## src/rtl/dram_cmd_sched.sv

```systemverilog
// dram_cmd_sched: single-bank DRAM command scheduler fed by the request FIFO.
// Pops one request at a time, opens/closes rows with an open-page policy,
// enforces tRCD/tRP/tRAS/tRFC and inserts a refresh every T_REFI cycles.
//
// Ports:
//   clk, rst        rising-edge clock, asynchronous active-low reset
//   fifo_empty      FIFO empty flag, looked at only while idle
//   fifo_data       FIFO read data, valid the cycle after fifo_rd_en
//   fifo_rd_en      one-cycle pop strobe
//   cmd, cmd_addr   registered command pulse (0 NOP 1 ACT 2 RD 3 WR 4 PRE 5 REF)
//                   with row (ACT) or column (RD/WR), 0 otherwise
//   row_open        a row is open in the bank
//   busy            FSM is not idle
//   dbg_state       current FSM state
//
// FIFO handshake: fifo_rd_en is high for exactly one cycle (the POP state);
// the FIFO presents the popped word on fifo_data during the following cycle
// (DECODE), where it is captured. No pop is issued while a request is in flight.
//
// All outputs are flops loaded from the next-state decode, so a command is
// visible on cmd during the cycle in which the FSM sits in the issuing state.
module dram_cmd_sched #(
  parameter int ROW_W  = 4,
  parameter int COL_W  = 3,
  parameter int REQ_W  = 1 + ROW_W + COL_W,
  parameter int ADDR_W = (ROW_W > COL_W) ? ROW_W : COL_W,
  parameter int T_RCD  = 3,
  parameter int T_RP   = 3,
  parameter int T_RAS  = 6,
  parameter int T_RFC  = 8,
  parameter int T_REFI = 200
) (
  input  logic              clk,
  input  logic              rst,
  input  logic              fifo_empty,
  input  logic [REQ_W-1:0]  fifo_data,
  output logic              fifo_rd_en,
  output logic [2:0]        cmd,
  output logic [ADDR_W-1:0] cmd_addr,
  output logic              row_open,
  output logic              busy,
  output logic [3:0]        dbg_state
);

  localparam logic [3:0] S_IDLE     = 4'd0;
  localparam logic [3:0] S_POP      = 4'd1;
  localparam logic [3:0] S_DECODE   = 4'd2;
  localparam logic [3:0] S_PRE      = 4'd3;
  localparam logic [3:0] S_WAIT_RP  = 4'd4;
  localparam logic [3:0] S_ACT      = 4'd5;
  localparam logic [3:0] S_WAIT_RCD = 4'd6;
  localparam logic [3:0] S_RW       = 4'd7;
  localparam logic [3:0] S_REF      = 4'd8;
  localparam logic [3:0] S_WAIT_RFC = 4'd9;

  localparam logic [2:0] CMD_NOP = 3'd0;
  localparam logic [2:0] CMD_ACT = 3'd1;
  localparam logic [2:0] CMD_RD  = 3'd2;
  localparam logic [2:0] CMD_WR  = 3'd3;
  localparam logic [2:0] CMD_PRE = 3'd4;
  localparam logic [2:0] CMD_REF = 3'd5;

  localparam int TMR_W = 8;
  localparam int RC_W  = $clog2(T_REFI);

  logic [3:0]        state_q, state_d;
  logic [REQ_W-1:0]  req_q, req_d;
  logic              req_vld_q, req_vld_d;
  logic              row_open_q, row_open_d;
  logic [ROW_W-1:0]  open_row_q, open_row_d;
  logic [TMR_W-1:0]  tras_q, tras_d, trp_q, trp_d, trcd_q, trcd_d, trfc_q, trfc_d;
  logic [RC_W-1:0]   ref_cnt_q, ref_cnt_d;
  logic              ref_pend_q, ref_pend_d;
  logic [2:0]        cmd_q, cmd_d;
  logic [ADDR_W-1:0] addr_q, addr_d;
  logic              rd_en_q, rd_en_d;
  logic              busy_q, busy_d;

  function automatic logic [TMR_W-1:0] sat_dec(input logic [TMR_W-1:0] v);
    return (v == '0) ? v : v - TMR_W'(1);
  endfunction

  always_comb begin
    state_d    = state_q;
    req_d      = req_q;
    req_vld_d  = req_vld_q;
    row_open_d = row_open_q;
    open_row_d = open_row_q;
    tras_d     = sat_dec(tras_q);
    trp_d      = sat_dec(trp_q);
    trcd_d     = sat_dec(trcd_q);
    trfc_d     = sat_dec(trfc_q);
    ref_pend_d = ref_pend_q;
    cmd_d      = CMD_NOP;
    addr_d     = '0;
    rd_en_d    = 1'b0;

    // Transitions look at the decremented timers so the issuing state is
    // entered exactly on the first legal cycle.
    case (state_q)
      S_IDLE: begin
        if (ref_pend_q) begin
          if (row_open_q)        state_d = S_PRE;
          else if (trp_d == '0)  state_d = S_REF;
        end else if (!fifo_empty) begin
          state_d = S_POP;
        end
      end
      S_POP:    state_d = S_DECODE;
      S_DECODE: begin
        req_d     = fifo_data;
        req_vld_d = 1'b1;
        if (row_open_q && (fifo_data[COL_W +: ROW_W] == open_row_q)) state_d = S_RW;
        else if (row_open_q)                                        state_d = S_PRE;
        else                                                        state_d = S_ACT;
      end
      // PRE may sit here with NOP until tRAS has elapsed.
      S_PRE:      if (cmd_q == CMD_PRE) state_d = S_WAIT_RP;
      // An in-flight request finishes before the pending refresh.
      S_WAIT_RP:  if (trp_d == '0) state_d = req_vld_q ? S_ACT : S_REF;
      S_ACT:      state_d = S_WAIT_RCD;
      S_WAIT_RCD: if (trcd_d == '0) state_d = S_RW;
      S_RW:       state_d = S_IDLE;
      S_REF:      state_d = S_WAIT_RFC;
      S_WAIT_RFC: if (trfc_d == '0) state_d = S_IDLE;
      default:    state_d = S_IDLE;
    endcase

    // Command issue follows the state being entered.
    case (state_d)
      S_POP: rd_en_d = 1'b1;
      S_PRE: begin
        if (tras_d == '0) begin
          cmd_d      = CMD_PRE;
          row_open_d = 1'b0;
          trp_d      = TMR_W'(T_RP);
        end
      end
      S_ACT: begin
        cmd_d      = CMD_ACT;
        addr_d     = ADDR_W'(req_d[COL_W +: ROW_W]);
        row_open_d = 1'b1;
        open_row_d = req_d[COL_W +: ROW_W];
        tras_d     = TMR_W'(T_RAS);
        trcd_d     = TMR_W'(T_RCD);
      end
      S_RW: begin
        cmd_d     = req_d[REQ_W-1] ? CMD_WR : CMD_RD;
        addr_d    = ADDR_W'(req_d[COL_W-1:0]);
        req_vld_d = 1'b0;
      end
      S_REF: begin
        cmd_d      = CMD_REF;
        trfc_d     = TMR_W'(T_RFC);
        ref_pend_d = 1'b0;
      end
      default: ;
    endcase

    // Expiry wins over a same-cycle REF clear; repeated expiries do not queue.
    if (ref_cnt_q == RC_W'(T_REFI - 1)) begin
      ref_cnt_d  = '0;
      ref_pend_d = 1'b1;
    end else begin
      ref_cnt_d  = ref_cnt_q + RC_W'(1);
    end

    busy_d = (state_d != S_IDLE);
  end

  always_ff @(posedge clk or negedge rst) begin
    if (!rst) begin
      state_q    <= S_IDLE;
      req_q      <= '0;
      req_vld_q  <= 1'b0;
      row_open_q <= 1'b0;
      open_row_q <= '0;
      tras_q     <= '0;
      trp_q      <= '0;
      trcd_q     <= '0;
      trfc_q     <= '0;
      ref_cnt_q  <= '0;
      ref_pend_q <= 1'b0;
      cmd_q      <= CMD_NOP;
      addr_q     <= '0;
      rd_en_q    <= 1'b0;
      busy_q     <= 1'b0;
    end else begin
      state_q    <= state_d;
      req_q      <= req_d;
      req_vld_q  <= req_vld_d;
      row_open_q <= row_open_d;
      open_row_q <= open_row_d;
      tras_q     <= tras_d;
      trp_q      <= trp_d;
      trcd_q     <= trcd_d;
      trfc_q     <= trfc_d;
      ref_cnt_q  <= ref_cnt_d;
      ref_pend_q <= ref_pend_d;
      cmd_q      <= cmd_d;
      addr_q     <= addr_d;
      rd_en_q    <= rd_en_d;
      busy_q     <= busy_d;
    end
  end

  assign fifo_rd_en = rd_en_q;
  assign cmd        = cmd_q;
  assign cmd_addr   = addr_q;
  assign row_open   = row_open_q;
  assign busy       = busy_q;
  assign dbg_state  = state_q;

endmodule

```

## config.mk

```make
export PLATFORM = sky130hd
export DESIGN_NAME = dram_cmd_sched
export DESIGN_NICKNAME = d
export VERILOG_FILES = /design/src/rtl/dram_cmd_sched.sv
export SDC_FILE = /design/constraint.sdc
export NUM_CORES = 1
export LEC_CHECK = 0
export CORE_MARGIN = 4
export CORE_UTILIZATION = 23
export DETAILED_ROUTE_END_ITERATION = 8
export GPL_TIMING_DRIVEN = 1
export PLACE_DENSITY = 0.42
export REMOVE_ABC_BUFFERS = 1
export SKIP_CTS_REPAIR_TIMING = 1
export SYNTH_ARGS = -nofsm -noshare
export SYNTH_HDL_FRONTEND = slang
export SYNTH_SLANG_ARGS = --single-unit
```

## constraint.sdc

```tcl
create_clock -name clk -period 3.2 [get_ports clk]
set_input_delay 0.64 -clock clk [delete_from_list [all_inputs] [get_ports clk]]
set_output_delay 0.64 -clock clk [all_outputs]
set_load 0.005 [all_outputs]
```

==> metrics.md <==
| Metric | Value |
|---|---|
| Clock slew at reported path FFs | `~0.06 ns` |
| #FFs+latches synth | `68` |
| Crit path kind | `reg -> reg` |
| CTS Sinks | `68` |
| CTS Buffer Depth | `2` |
| Outcome | `complete, no violations` |
| Yosys top cell area share | `between 40 and 50%` |
| Top post-synthesis cells by area | `dfrtp_1, nor2_1, mux2_2` |
| Num CTS Buffers | `9` |
| Fraction of layout cells with a size suffix above 1 | `17.42%` |
| Cells after synthesis | `between 300 and 400` |
| Max-slew headroom | `a little over a third` |
| Vias in the first global route | `around 2800` |
| ANT nets after route | `0` |
| Worst EP required | `3.42 ns` |
| Port bufs | `24` |
| Area of the multi-input gates | `roughly 1900 sq um` |
| Worst slack, placed | `0.07189 ns` |
| Initial drt markers | `roughly 170` |
| CP dominant cell by count | `buf_4` |
| Post-DP HPWL | `approximately 6300 um` |
| Total number of vias | `about 2900` |
| Std-Cell Core Area | `15430 sq um` |
| Num rows | `45` |
| Leading area contributor after synthesis | `dfrtp_1` |
| Total track usage | `~10%` |
| Die ar. | `18070 sq um` |
| Max-cap violation count | `0` |
| Register area share after synthesis | `a little under half` |
| Antenna fix cells | `0` |
| CTS tree | `built` |
| Register area | `1702 sq um` |
| Synth unique cells | `65` |
| Clock Skews | `between 0.01 and 0.015 ns` |
| Max Slew Vio Count | `0` |
| I/O pin count | `25` |
| First-pass GRT wire length | `14650 um` |
| CP Cell Sequence | `inv_1 -> ha_1 -> or3b_1 -> or4_1 -> a31oi_1 -> o41ai_2 -> buf_4 -> a31o_2 -> o211a_4 -> buf_4 -> a211o_1` |
| Top FF cell, synth | `dfrtp_1` |
| Average cell area after synthesis | `around 9.9 sq um` |
| CP delay by family, top | `compound AO/OA/AOI/OAI gates` |
| Final period util | `between 90% and 100%` |
| Vias/cell | `roughly 4.6` |
| Initial antenna violation count | `0` |
| Post-synth EDFFs | `0` |
| Crit-path slowest cell | `dfrtp_1` |
| Chip height | `about 130 um` |
| Fin util | `29.85%` |
| Post-Route Setup TNS | `0 ns` |
| Launch point of the worst path | `trcd_q[0]$_DFF_PN0_` |
| Area Overhead vs Synth | `25.29%` |
| Die X | `approximately 130 um` |
| Startpoint class of the critical path | `register` |
| RSZ-0062 raised after global routing | `no` |
| Grt met3 use | `3.863%` |
| Fmax | `326.9 MHz` |
| Worst-skew pair later-pin latency | `0.34 ns` |
| Congestion Overflow GR | `0` |
| Mapped cell area | `~3700 sq um` |
| Final hold vios | `0` |
| Max H-tree Level | `3` |
| CP max FO | `9` |
| Drt wl/cell | `roughly 14 um` |
| Maximum VDD drop | `0.2449 mV` |
| Post-route insts no fill | `between 600 and 700` |
| Final wirelength | `roughly 8800 um` |
| Worst-Margin Slew | `0.9442 ns` |
| Nets | `~430` |
| HP Class | `in -> async` |
| Worst R2R Start | `trcd_q[0]$_DFF_PN0_` |
| Yosys warns | `0` |
| Post-route minimum period | `slightly above 3 ns` |
| Pwr dens | `slightly above 400 nW/um^2` |
| Initial Util | `23.83%` |
| Met2 GRT Util | `approximately 16%` |
| DRT Pass-1 Iters | `4` |
| Inst Count DP | `approximately 600` |
| Synth cell count leaders | `dfrtp_1, nor2_1, nor3_1` |
| Kind of end point of the critical path | `register` |
| RePlAce Congestion | `between 0.7 and 0.8` |
| GR Layer Usage met1 | `a little over an eighth` |
| Fill cells | `1626` |
| Leak | `1.944 nW` |
| Design area | `4606 sq um` |
| DRC Markers | `0` |
| Fin worst setup slack | `~0.14 ns` |
| Post-synth ARST share | `100.0%` |
| CP Buf/Inv Count | `3` |
| Arr. time, crit path | `3.28 ns` |
| Count leader, synth | `dfrtp_1` |
| Largest net degree at the start of global routing | `36` |
| Setup violators final | `0` |
| Slowest cell delay on critical path | `approximately 0.45 ns` |
| DP Area | `about 4300 sq um` |
| Gr busiest metal | `met2` |
| Root Buffer | `clkbuf_16` |
[worst paths after layout]
check / to / slack, ns / cells after the start
max in group asynchronous: tras_q[2]$_DFF_PN0_ / 2.50 / 2
worst min-delay path: ref_cnt_q[0]$_DFF_PN0_ / 0.08 / 1
min in group clk: req_q[0]$_DFF_PN0_ / 0.50 / 1
worst max-delay path: trcd_q[1]$_DFF_PN0_ / 0.14 / 11
worst max register to register: trcd_q[1]$_DFF_PN0_ / 0.14 / 11
worst min register to register: req_q[0]$_DFF_PN0_ / 0.50 / 1
[worst register-to-register path: stages (launching register included)]
cell	delay, ns
dfrtp_1	0.45
inv_1	0.11
ha_1	0.16
or3b_1	0.38
or4_1	0.41
a31oi_1	0.24
o41ai_2	0.11
buf_4	0.17
a31o_2	0.22
o211a_4	0.27
buf_4	0.18
a211o_1	0.26
[per-stage QoR]
step                      total power [mW]  hold WS (ns)
after floorplan                     0.8782        0.3444
after global placement              0.9121        0.4302
after detailed placement            0.9127        0.4313
after CTS                            1.940       0.06228
after global routing                 1.974       0.05723
final                                1.898       0.07700
[cell usage in the layout, fill, tap and decap left out, types with 10 or more instances in the layout]
master and instances:
dfrtp_1 68, buf_4 23, nor2b_1 11, xor2_1 10
nand2_1 14, inv_1 14, clkdlybuf4s50_1 23, xnor2_1 10
o21ai_0 14, a21oi_1 14, nor2_1 37, nor3_1 22
mux2_2 10
[power by group]
part	leakage (nW)	internal (mW)	switching [mW]	total [mW]
clock network	0.146	0.607	0.397	1.00
registers	0.852	0.860	0	0.860
logic	0.946	0.0132	0.0208	0.0341
[state kept, by name, indices dropped and copies added (netlist names)]
register / cells
trcd_q: 8
row_open: 1
open_row_q: 4
tras_q: 8
req_vld_q: 1
req_q: 8
fifo_rd_en: 1
busy: 1
ref_pend_q: 1
cmd_addr: 4
trp_q: 8
cmd: 3
dbg_state: 4
trfc_q: 8
ref_cnt_q: 8
[routing by layer]
metal	wire (um)	vias up
met5	0	-
met4	194	0
met3	362	15
met2	4021	42
met1	4196	1411
li1	-	1434
[kinds of logic after synthesis]
kind of cell	synth area share, %
simple gates	24.34
compound gates	13.21
flops	46.29
buf+inv	3.301
xor+xnor	4.765
mux	6.059
fa+ha+maj	2.042
[cell type report]
| cell class | instances | share of cell area [%] |
|---|---|---|
| multi-input combinational | 273 | 40.59 |
| clock buffer | 9 | 4.890 |
| clock inverter | 7 | 1.603 |
| sequential | 68 | 36.95 |
| timing repair buffer | 48 | 9.101 |
| tap | 211 | 5.732 |
| inverter | 14 | 1.141 |
Note: power is estimated with default switching activity, not from simulation.
